File: src/rtl/cpu_pkg.sv
// ----------------------------------------------------------------------------
// cpu_pkg
// Shared types and constants for the ID/EX pipeline slice.
//   - CPU_DATA_W / CPU_REG_AW / CPU_OP_W : default datapath widths
//   - OP_NOP / OP_ADD                    : ALU opcode constants
//   - id_ex_t                            : contents of the ID/EX pipeline register
//   - fwd_sel_t                          : operand source chosen by forwarding
// ----------------------------------------------------------------------------
package cpu_pkg;

    localparam int CPU_DATA_W = 16;
    localparam int CPU_REG_AW = 4;
    localparam int CPU_OP_W   = 4;

    localparam logic [CPU_OP_W-1:0] OP_NOP = 4'b0000;
    localparam logic [CPU_OP_W-1:0] OP_ADD = 4'b0001;

    typedef struct packed {
        logic                  valid;
        logic [CPU_OP_W-1:0]   aluOp;
        logic [CPU_REG_AW-1:0] rs1;
        logic [CPU_REG_AW-1:0] rs2;
        logic [CPU_REG_AW-1:0] rd;
        logic [CPU_DATA_W-1:0] rdA;
        logic [CPU_DATA_W-1:0] rdB;
        logic                  useImm;
        logic [CPU_DATA_W-1:0] imm;
        logic                  memRead;
        logic                  regWrite;
    } id_ex_t;

    typedef enum logic [1:0] {
        FWD_REG = 2'b00,
        FWD_MEM = 2'b01,
        FWD_WB  = 2'b10
    } fwd_sel_t;

endpackage

File: src/rtl/forward_unit.sv
// ----------------------------------------------------------------------------
// forward_unit
// Combinational operand forwarding for one source register.
// Ports:
//   rs           in  source register address
//   reg_data     in  registered regfile read data for rs
//   mem_regWrite in  EX/MEM writes back     mem_rd in  EX/MEM destination
//   mem_result   in  EX/MEM result
//   wb_regWrite  in  MEM/WB writes back     wb_rd  in  MEM/WB destination
//   wb_result    in  MEM/WB writeback value
//   sel          out chosen source (FWD_REG / FWD_MEM / FWD_WB)
//   value        out operand value after forwarding
// ----------------------------------------------------------------------------
module forward_unit
    import cpu_pkg::*;
#(
    parameter int DATA_W = CPU_DATA_W,
    parameter int REG_AW = CPU_REG_AW
) (
    input  logic [REG_AW-1:0] rs,
    input  logic [DATA_W-1:0] reg_data,
    input  logic              mem_regWrite,
    input  logic [REG_AW-1:0] mem_rd,
    input  logic [DATA_W-1:0] mem_result,
    input  logic              wb_regWrite,
    input  logic [REG_AW-1:0] wb_rd,
    input  logic [DATA_W-1:0] wb_result,
    output fwd_sel_t          sel,
    output logic [DATA_W-1:0] value
);

    // Priority select: r0 is hard zero, then the younger MEM result, then WB.
    // Because rs is nonzero past the first branch, rd==rs implies rd!=0.
    always_comb begin
        sel   = FWD_REG;
        value = reg_data;
        if (rs == {REG_AW{1'b0}}) begin
            sel   = FWD_REG;
            value = {DATA_W{1'b0}};
        end else if (mem_regWrite && (mem_rd == rs)) begin
            sel   = FWD_MEM;
            value = mem_result;
        end else if (wb_regWrite && (wb_rd == rs)) begin
            sel   = FWD_WB;
            value = wb_result;
        end else begin
            sel   = FWD_REG;
            value = reg_data;
        end
    end

endmodule

File: src/rtl/id_ex_stage.sv
// ----------------------------------------------------------------------------
// id_ex_stage
// ID/EX pipeline register plus operand select feeding the ALU.
// Captures decode each cycle, forwards from EX/MEM and MEM/WB, detects
// load-use hazards (one-cycle stall with a bubble) and flushes on redirect.
// Optional macro ID_EX_PERF_CNT_EN adds saturating stall/flush cycle counters.
// Ports:
//   clk, rst (sync, active-high), flush
//   id_*          decoded instruction fields and regfile read data
//   mem_* / wb_*  writeback info from EX/MEM and MEM/WB for forwarding
//   stall_id      out, combinational: hold PC and IF/ID
//   ex_valid, aluOp, srcA, srcB, ex_rd, ex_regWrite, ex_memRead  EX outputs
//   stall_cnt, flush_cnt  (only with ID_EX_PERF_CNT_EN)
// ----------------------------------------------------------------------------
module id_ex_stage
    import cpu_pkg::*;
#(
    parameter int DATA_W = CPU_DATA_W,
    parameter int REG_AW = CPU_REG_AW,
    parameter int OP_W   = CPU_OP_W
) (
    input  logic              clk,
    input  logic              rst,
    input  logic              flush,
    input  logic              id_valid,
    input  logic [OP_W-1:0]   id_aluOp,
    input  logic [REG_AW-1:0] id_rs1,
    input  logic [REG_AW-1:0] id_rs2,
    input  logic [REG_AW-1:0] id_rd,
    input  logic [DATA_W-1:0] id_rdA,
    input  logic [DATA_W-1:0] id_rdB,
    input  logic              id_useImm,
    input  logic [DATA_W-1:0] id_imm,
    input  logic              id_memRead,
    input  logic              id_regWrite,
    input  logic              mem_regWrite,
    input  logic [REG_AW-1:0] mem_rd,
    input  logic [DATA_W-1:0] mem_result,
    input  logic              wb_regWrite,
    input  logic [REG_AW-1:0] wb_rd,
    input  logic [DATA_W-1:0] wb_result,
    output logic              stall_id,
    output logic              ex_valid,
    output logic [OP_W-1:0]   aluOp,
    output logic [DATA_W-1:0] srcA,
    output logic [DATA_W-1:0] srcB,
    output logic [REG_AW-1:0] ex_rd,
    output logic              ex_regWrite,
    output logic              ex_memRead
`ifdef ID_EX_PERF_CNT_EN
    ,
    output logic [15:0]       stall_cnt,
    output logic [15:0]       flush_cnt
`endif
);

    id_ex_t            ex_r;
    logic              hazard_s;
    fwd_sel_t          sel_a_s;
    fwd_sel_t          sel_b_s;
    logic [DATA_W-1:0] fwd_a_s;
    logic [DATA_W-1:0] fwd_b_s;

    // Load-use hazard against the load sitting in EX; flush overrides it.
    always_comb begin
        hazard_s = ex_r.valid && ex_r.memRead && (ex_r.rd != {REG_AW{1'b0}}) && id_valid &&
                   ((id_rs1 == ex_r.rd) || (!id_useImm && (id_rs2 == ex_r.rd)));
        if (flush) begin
            stall_id = 1'b0;
        end else begin
            stall_id = hazard_s;
        end
    end

    // ID/EX register: bubble on flush, stall or empty decode, else capture.
    always_ff @(posedge clk) begin
        if (rst) begin
            ex_r <= '0;
        end else if (flush || stall_id || !id_valid) begin
            ex_r <= '0;
        end else begin
            ex_r.valid    <= 1'b1;
            ex_r.aluOp    <= id_aluOp;
            ex_r.rs1      <= id_rs1;
            ex_r.rs2      <= id_rs2;
            ex_r.rd       <= id_rd;
            ex_r.rdA      <= id_rdA;
            ex_r.rdB      <= id_rdB;
            ex_r.useImm   <= id_useImm;
            ex_r.imm      <= id_imm;
            ex_r.memRead  <= id_memRead;
            ex_r.regWrite <= id_regWrite;
        end
    end

    forward_unit #(.DATA_W(DATA_W), .REG_AW(REG_AW)) u_fwd_a (
        .rs           (ex_r.rs1),
        .reg_data     (ex_r.rdA),
        .mem_regWrite (mem_regWrite),
        .mem_rd       (mem_rd),
        .mem_result   (mem_result),
        .wb_regWrite  (wb_regWrite),
        .wb_rd        (wb_rd),
        .wb_result    (wb_result),
        .sel          (sel_a_s),
        .value        (fwd_a_s)
    );

    forward_unit #(.DATA_W(DATA_W), .REG_AW(REG_AW)) u_fwd_b (
        .rs           (ex_r.rs2),
        .reg_data     (ex_r.rdB),
        .mem_regWrite (mem_regWrite),
        .mem_rd       (mem_rd),
        .mem_result   (mem_result),
        .wb_regWrite  (wb_regWrite),
        .wb_rd        (wb_rd),
        .wb_result    (wb_result),
        .sel          (sel_b_s),
        .value        (fwd_b_s)
    );

    // Operand select; a bubble drives zeros so the ALU output is zero too.
    // Forwarded values come straight from the live mem/wb buses.
    always_comb begin
        srcA = {DATA_W{1'b0}};
        srcB = {DATA_W{1'b0}};
        if (ex_r.valid) begin
            case (sel_a_s)
                FWD_MEM: srcA = mem_result;
                FWD_WB:  srcA = wb_result;
                default: srcA = fwd_a_s;
            endcase
            if (ex_r.useImm) begin
                srcB = ex_r.imm;
            end else begin
                case (sel_b_s)
                    FWD_MEM: srcB = mem_result;
                    FWD_WB:  srcB = wb_result;
                    default: srcB = fwd_b_s;
                endcase
            end
        end else begin
            srcA = {DATA_W{1'b0}};
            srcB = {DATA_W{1'b0}};
        end
    end

    assign ex_valid    = ex_r.valid;
    assign aluOp       = ex_r.valid ? ex_r.aluOp : OP_NOP;
    assign ex_rd       = ex_r.rd;
    assign ex_regWrite = ex_r.valid & ex_r.regWrite;
    assign ex_memRead  = ex_r.valid & ex_r.memRead;

`ifdef ID_EX_PERF_CNT_EN
    logic [15:0] stall_cnt_r;
    logic [15:0] flush_cnt_r;

    // Saturating cycle counters for stall_id and flush.
    always_ff @(posedge clk) begin
        if (rst) begin
            stall_cnt_r <= 16'h0000;
            flush_cnt_r <= 16'h0000;
        end else begin
            if (stall_id && (stall_cnt_r != 16'hFFFF)) begin
                stall_cnt_r <= stall_cnt_r + 16'h0001;
            end
            if (flush && (flush_cnt_r != 16'hFFFF)) begin
                flush_cnt_r <= flush_cnt_r + 16'h0001;
            end
        end
    end

    assign stall_cnt = stall_cnt_r;
    assign flush_cnt = flush_cnt_r;
`endif

endmodule
File: config.mk
export PLATFORM = sky130hd
export DESIGN_NAME = id_ex_stage
export DESIGN_NICKNAME = d
export VERILOG_FILES = /design/src/rtl/cpu_pkg.sv /design/src/rtl/forward_unit.sv /design/src/rtl/id_ex_stage.sv
export SDC_FILE = /design/constraint.sdc
export NUM_CORES = 1
export LEC_CHECK = 0
export CAP_MARGIN = 30
export CELL_PAD_IN_SITES_DETAIL_PLACEMENT = 0
export CELL_PAD_IN_SITES_GLOBAL_PLACEMENT = 2
export CORE_MARGIN = 3
export CORE_UTILIZATION = 26
export DETAILED_ROUTE_END_ITERATION = 7
export HOLD_SLACK_MARGIN = 0.15
export PLACE_DENSITY = 0.83
export SLEW_MARGIN = 20
export SYNTH_ARGS = -nofsm -noshare
export SYNTH_HDL_FRONTEND = slang
export SYNTH_SLANG_ARGS = --single-unit
File: constraint.sdc
create_clock -name clk -period 10.2 [get_ports clk]
set_clock_uncertainty 0.15 [all_clocks]
set_input_delay 2.04 -clock clk [delete_from_list [all_inputs] [get_ports clk]]
set_output_delay 2.04 -clock clk [all_outputs]
set_load 0.02 [all_outputs]
# Yosys cells after proc, flatten, opt, wreduce, memory -nomap -nowiden
# Cells that the tools add are included.
dict set report classes {
  bitwise 2
  n_mux 20
  reduce_logical 18
  eq_ne 10
}
# operator n
set ops {}
lappend ops {{$mux 16} 9}
lappend ops {{$mux 68} 1}
lappend ops {{$pmux 16 s2} 2}
lappend ops {{$eq 4x4->1} 6}
lappend ops {{$mux 2} 6}
lappend ops {{$logic_and 1x1->1} 9}
lappend ops {{$logic_not 4->1} 2}
lappend ops {{$eq 2x1->1 const B} 2}
lappend ops {{$eq 2x2->1 const B} 2}
lappend ops {{$mux 4} 1}
lappend ops {{$reduce_bool 4->1} 1}
lappend ops {{$logic_or 1x1->1} 3}
lappend ops {{$and 1x1->1} 2}
lappend ops {{$logic_not 1->1} 2}
lappend ops {{$reduce_or 2->1} 1}
lappend ops {{$mux 1} 1}
dict set report word_totals {
  output_inout_bits 44
  inputBits 113
  register_bits 68
  elab_cells 61
}

# Depth between registers and ports, before layout
dict set report depth {
  word_depth 9
  depth_mapped 15
  ltp_nobuf 11
}

# Cells and area by module
# Synthesis repeated with hierarchy kept, for this count alone.
dict set report hier_totals {
  hier_cells 650
  area_unflattened_um2 4690.7
}
# module area_each_um2 instances seq_area_each_um2 cells_per_inst
set modules_own_cells {}
lappend modules_own_cells {id_ex_stage 3161.8 1 1361.3 416}
lappend modules_own_cells {forward_unit 764.5 2 0.0 117}

# Least setup slack after synthesis
# OpenSTA, ideal clock, no wires.
dict set report synth_path {
  kind {input to output}
  from {input port wb_rd[1]}
  to {output port srcA[6]}
  setup_slack_ps 3453
  t_arrival_ps 4557
  path_stages 12
  t_required_ps 8010
  n_path_buf 4
  path_cell_list {xor2_1 nor4_1 buf_2 buf_4 nand2_1 ha_1 clkbuf_1 clkbuf_1 a221oi_1 nor2b_1 nand2_1 o21ai_0}
}
dict set report synth_via {
  elab_chain_cells 8
  word_cells_on_any_way 12
  classes_between {eq/ne (3); mux (8); reduce/logical (1)}
}
# item line
set synth_rtl {}
lappend synth_rtl {{start, declared} id_ex_stage.sv:40} ;# input logic [REG_AW-1:0] wb_rd,
lappend synth_rtl {{$eq 4x4->1 *} forward_unit.sv:43} ;# end else if (wb_regWrite && (wb_rd == rs)) begin
lappend synth_rtl {{$logic_and 1x1->1 *} forward_unit.sv:43}
lappend synth_rtl {{$mux 2} forward_unit.sv:43}
lappend synth_rtl {{$mux 2} forward_unit.sv:40} ;# end else if (mem_regWrite && (mem_rd == rs)) begin
lappend synth_rtl {{$mux 2} forward_unit.sv:37} ;# if (rs == {REG_AW{1'b0}}) begin
lappend synth_rtl {{$eq 2x2->1 / $eq 2x1->1 (equally long branches)} id_ex_stage.sv:128} ;# case (sel_a_s)
lappend synth_rtl {{$pmux 16 s2 *} id_ex_stage.sv:128}
lappend synth_rtl {{$mux 16 *} id_ex_stage.sv:127} ;# if (ex_r.valid) begin
lappend synth_rtl {{end, declared} id_ex_stage.sv:45} ;# output logic [DATA_W-1:0] srcA,
# Every way passes the cells marked *; elsewhere a longest branch is shown, timed or not.

# Worst setup path after layout
dict set report layout_path {
  from {input port wb_rd[2]}
  to {output port srcB[2]}
}
dict set report layout_via {
  elab_chain_cells 9
  word_cells_on_any_way 13
  classes_between {eq/ne (3); mux (9); reduce/logical (1)}
}
# item line
set layout_rtl {}
lappend layout_rtl {{$eq 4x4->1 *} forward_unit.sv:43}
lappend layout_rtl {{$logic_and 1x1->1 *} forward_unit.sv:43}
lappend layout_rtl {{$mux 2} forward_unit.sv:43}
lappend layout_rtl {{$mux 2} forward_unit.sv:40}
lappend layout_rtl {{$mux 2} forward_unit.sv:37}
lappend layout_rtl {{$eq 2x2->1 / $eq 2x1->1 (equally long branches)} id_ex_stage.sv:136} ;# case (sel_b_s)
lappend layout_rtl {{$pmux 16 s2 *} id_ex_stage.sv:136}
lappend layout_rtl {{$mux 16 *} id_ex_stage.sv:133} ;# if (ex_r.useImm) begin
lappend layout_rtl {{$mux 16 *} id_ex_stage.sv:127}
lappend layout_rtl {{end, declared} id_ex_stage.sv:46} ;# output logic [DATA_W-1:0] srcB,
# Marks and branches as above.

==> results by group <==
Setup path
  • Crit end category: primary output
  • Critical path's top delay family: buffers and inverters
  • Slowest cell on crit path: clkdlybuf4s50_1
  • Crit-path max FO: 17
  • Critical Path, Cell by Cell: clkdlybuf4s50_1 > xor2_1 > nor4_2 > buf_4 > nand3_1 > ha_1 > and4b_1 > nand4_1 > o221ai_1 > clkdlybuf4s50_1
  • Setup crit start kind: input port
  • WP buf/inv: 3
  • Max stage delay on crit path: 680 ps
  • Critical path class: input port to primary output
  • Data required, critical path: 8010 ps
  • Worst path most repeated cell: clkdlybuf4s50_1
  • Critical path arrival: 5920 ps

Final layout
  • Most frequent cells in the layout: 156 x clkdlybuf4s50_1, 74 x and2_1, 68 x dfxtp_1
  • Share of cells above drive strength 1: 4.049%
  • Layout area overhead: 50.70%
  • Ant diodes: 0
  • Most common cell after layout, fill and taps aside: clkdlybuf4s50_1
  • Nets: 680
  • Fillers: 1396

Global route
  • GR Overflow Total: 0
  • First-pass GRT wire length: 20920 um
  • Aggregate global-route resource usage: 16.72%
  • Antenna violations before repair: 0
  • Vias in the first global route: 3675
  • Largest net degree at the start of global routing: 69

Die
  • Core Area: 0.01415 mm^2
  • Die width: 127.3 um
  • Die Area: 0.01619 mm^2
  • IO Count: 157
  • Vert. Die Dim: 127.3 um
  • Num rows: 43
  • Initial core utilization: 27.01%

Job
  • MaxCap Viol Count: 0

Routing
  • Pre-Repair DR Iteration Count: 4
  • Via count: 3544
  • Routed vias/inst: 4.738
  • Antenna-violating nets left: 0
  • Routed WL per cell: 18.07 um
  • Drt drc: 0
  • Total routed wirelength: 13510 um
  • Initial drt markers: 193

Yosys
  • Flops & latches, synth: 68
  • Post-synth top area share: 35.61%
  • Complex-gate fraction of the synthesized area: 21.01%
  • Total number of yosys warnings: 0
  • Simple-gate share of the synthesized area: 21.28%
  • Area share of xor/xnor cells in the synthesized design: 5.499%
  • Syn_nets: 545
  • Post-synthesis area per instance: 8.931 um^2
  • Post-synth top area cell: dfxtp_1
  • Synth Area in Adders: 1.309%
  • Ranking of synthesized cells by area: dfxtp_1 36%, and2_1 12%, mux2i_1 8.4%
  • Syn Std Cell Area: 0.003822 mm^2
  • Post-Synthesis Cells: 428
  • Synth unique cells: 32
  • Main combinational cell family by area after synthesis: simple AND/OR/NAND/NOR gates
  • Sequential area share after synthesis: 35.61%
  • Mux cell area share after synthesis: 8.380%

STA
  • Final Cycle Share: 79.47%
  • Fin. Hold Viols: 0
  • Fmax: 123.4 MHz
  • Worst Tran Pin Value: 854.4 ps
  • WHS: 1119 ps
  • Setup TNS: 0 ps
  • Max-Slew Margin vs Limit: 42.86%
  • # setup viols final: 0
  • RSZ-0062 raised after global routing: no
  • Max Slew Vio Count: 0
  • Tmin final: 8106 ps

Min path
  • Tightest Hold Check Type: flip-flop to flip-flop

Power
  • Design Power: 0.0006812 W
  • Leakage: 2.112 nW
  • Peak supply drop: 0.08217 mV
  • Power per cell area: 118.3 mW/mm^2

CTS
  • Clk sinks: 68
  • Post-CTS resize count: 0
  • Post-CTS setup buffers: 0
  • CTS clock-pin slew for the worst setup and hold paths: 60 ps
  • CTS tree: built
  • Cts-stage hold buffer count: 0
  • H-tree depth: 3
  • Clock tree buffer depth: 2
  • Clock latency on the worst-skew pair: 330 ps
  • Cts bufs inserted: 9
  • Clk root buf: clkbuf_16

Placement
  • Final HPWL DP: 10150 um
  • GPL Wtd Cong: 0.8789
  • Input/output buffers: 156

Outcome
  • Status: finished, final reports clean
==> worst register-to-register path, stage by stage (launching register included) <==
cell and delay, ps:
dfxtp_1 870, and2_1 270, nand2_1 90, o311a_4 590
and2_1 290
==> cell usage after synthesis (all sizes together) <==
library cell	instances
a31oi	1
a41oi	1
a22o	16
nor2	2
or4	1
nor2b	17
nand4b	1
buf	14
nand4	1
nand3	2
and4b	1
xnor2	7
nand2	37
dfxtp	68
o21ai	16
o311a	1
nor4	6
o221ai	16
clkbuf	21
a221oi	16
ha	4
nor3	2
and2	74
xor2	17
a2bb2oi	16
mux2i	32
inv	21
nor3b	1
a22oi	16
==> through the flow <==
step / std cells / worst slack (ps) / utilization [%] / instance area, um^2
floorplan: 428 / 3453 / - / 3822
global placement: 731 / 2084 / 38.56 / 5456
detailed placement: 732 / 2096 / 38.64 / 5468
CTS: 748 / 2064 / 40.71 / 5761
global route: 748 / 1798 / 40.71 / 5761
finish: 748 / 2094 / 40.71 / 5761
==> worst paths after layout <==
path	start	endpoint	slack [ps]	cells past startpoint
setup / recovery	wb_rd[2]	srcB[2]	2090	10
hold / removal	ex_rd[2]	ex_valid	1120	2
hold reg to reg	ex_rd[2]	ex_valid	1120	2
setup reg to reg	ex_valid	ex_r[8]	7820	4
==> sequential cells by signal, indices dropped and copies added, names as in the netlist <==
register	cells
ex_valid	1
ex_r	63
ex_rd	4
==> logic make-up (layout without fill, tap and decap cells) <==
| family | after synthesis | in the layout |
|---|---|---|
| and+or+nand+nor | 145 | 145 |
| AOI/OAI and AO/OA | 99 | 99 |
| DFF | 68 | 68 |
| buffers and inverters | 56 | 196 |
| muxes | 32 | 32 |
| xor gates and xnor gates | 24 | 24 |
| adders and majority gates | 4 | 4 |
==> routing by layer <==
layer,part of all wire [%],GRT usage [%]
met1,45,22.94
met2,48,26.49
met3,6.1,3.386
met4,1.2,5.237
met5,0,0
==> power breakdown <==
part | total [W] | switching (W) | internal, W
logic | 0.0000943 | 0.0000383 | 0.0000560
clock network | 0.000309 | 0.000120 | 0.000189
registers | 0.000278 | 0.00000456 | 0.000273
total | 0.000681 | 0.000163 | 0.000518
==> layout make-up <==
class | count | area, um^2 | area share (%)
Clock buffer | 10 | 229.0 | 3.975
Clock inverter | 6 | 63.81 | 1.108
Inverter | 21 | 78.83 | 1.368
Multi-Input combinational cell | 304 | 2215 | 38.44
Sequential cell | 68 | 1361 | 23.63
Tap cell | 180 | 225.2 | 3.910
Timing Repair Buffer | 159 | 1588 | 27.56
No activity file was read; power rests on OpenSTA's default activity.
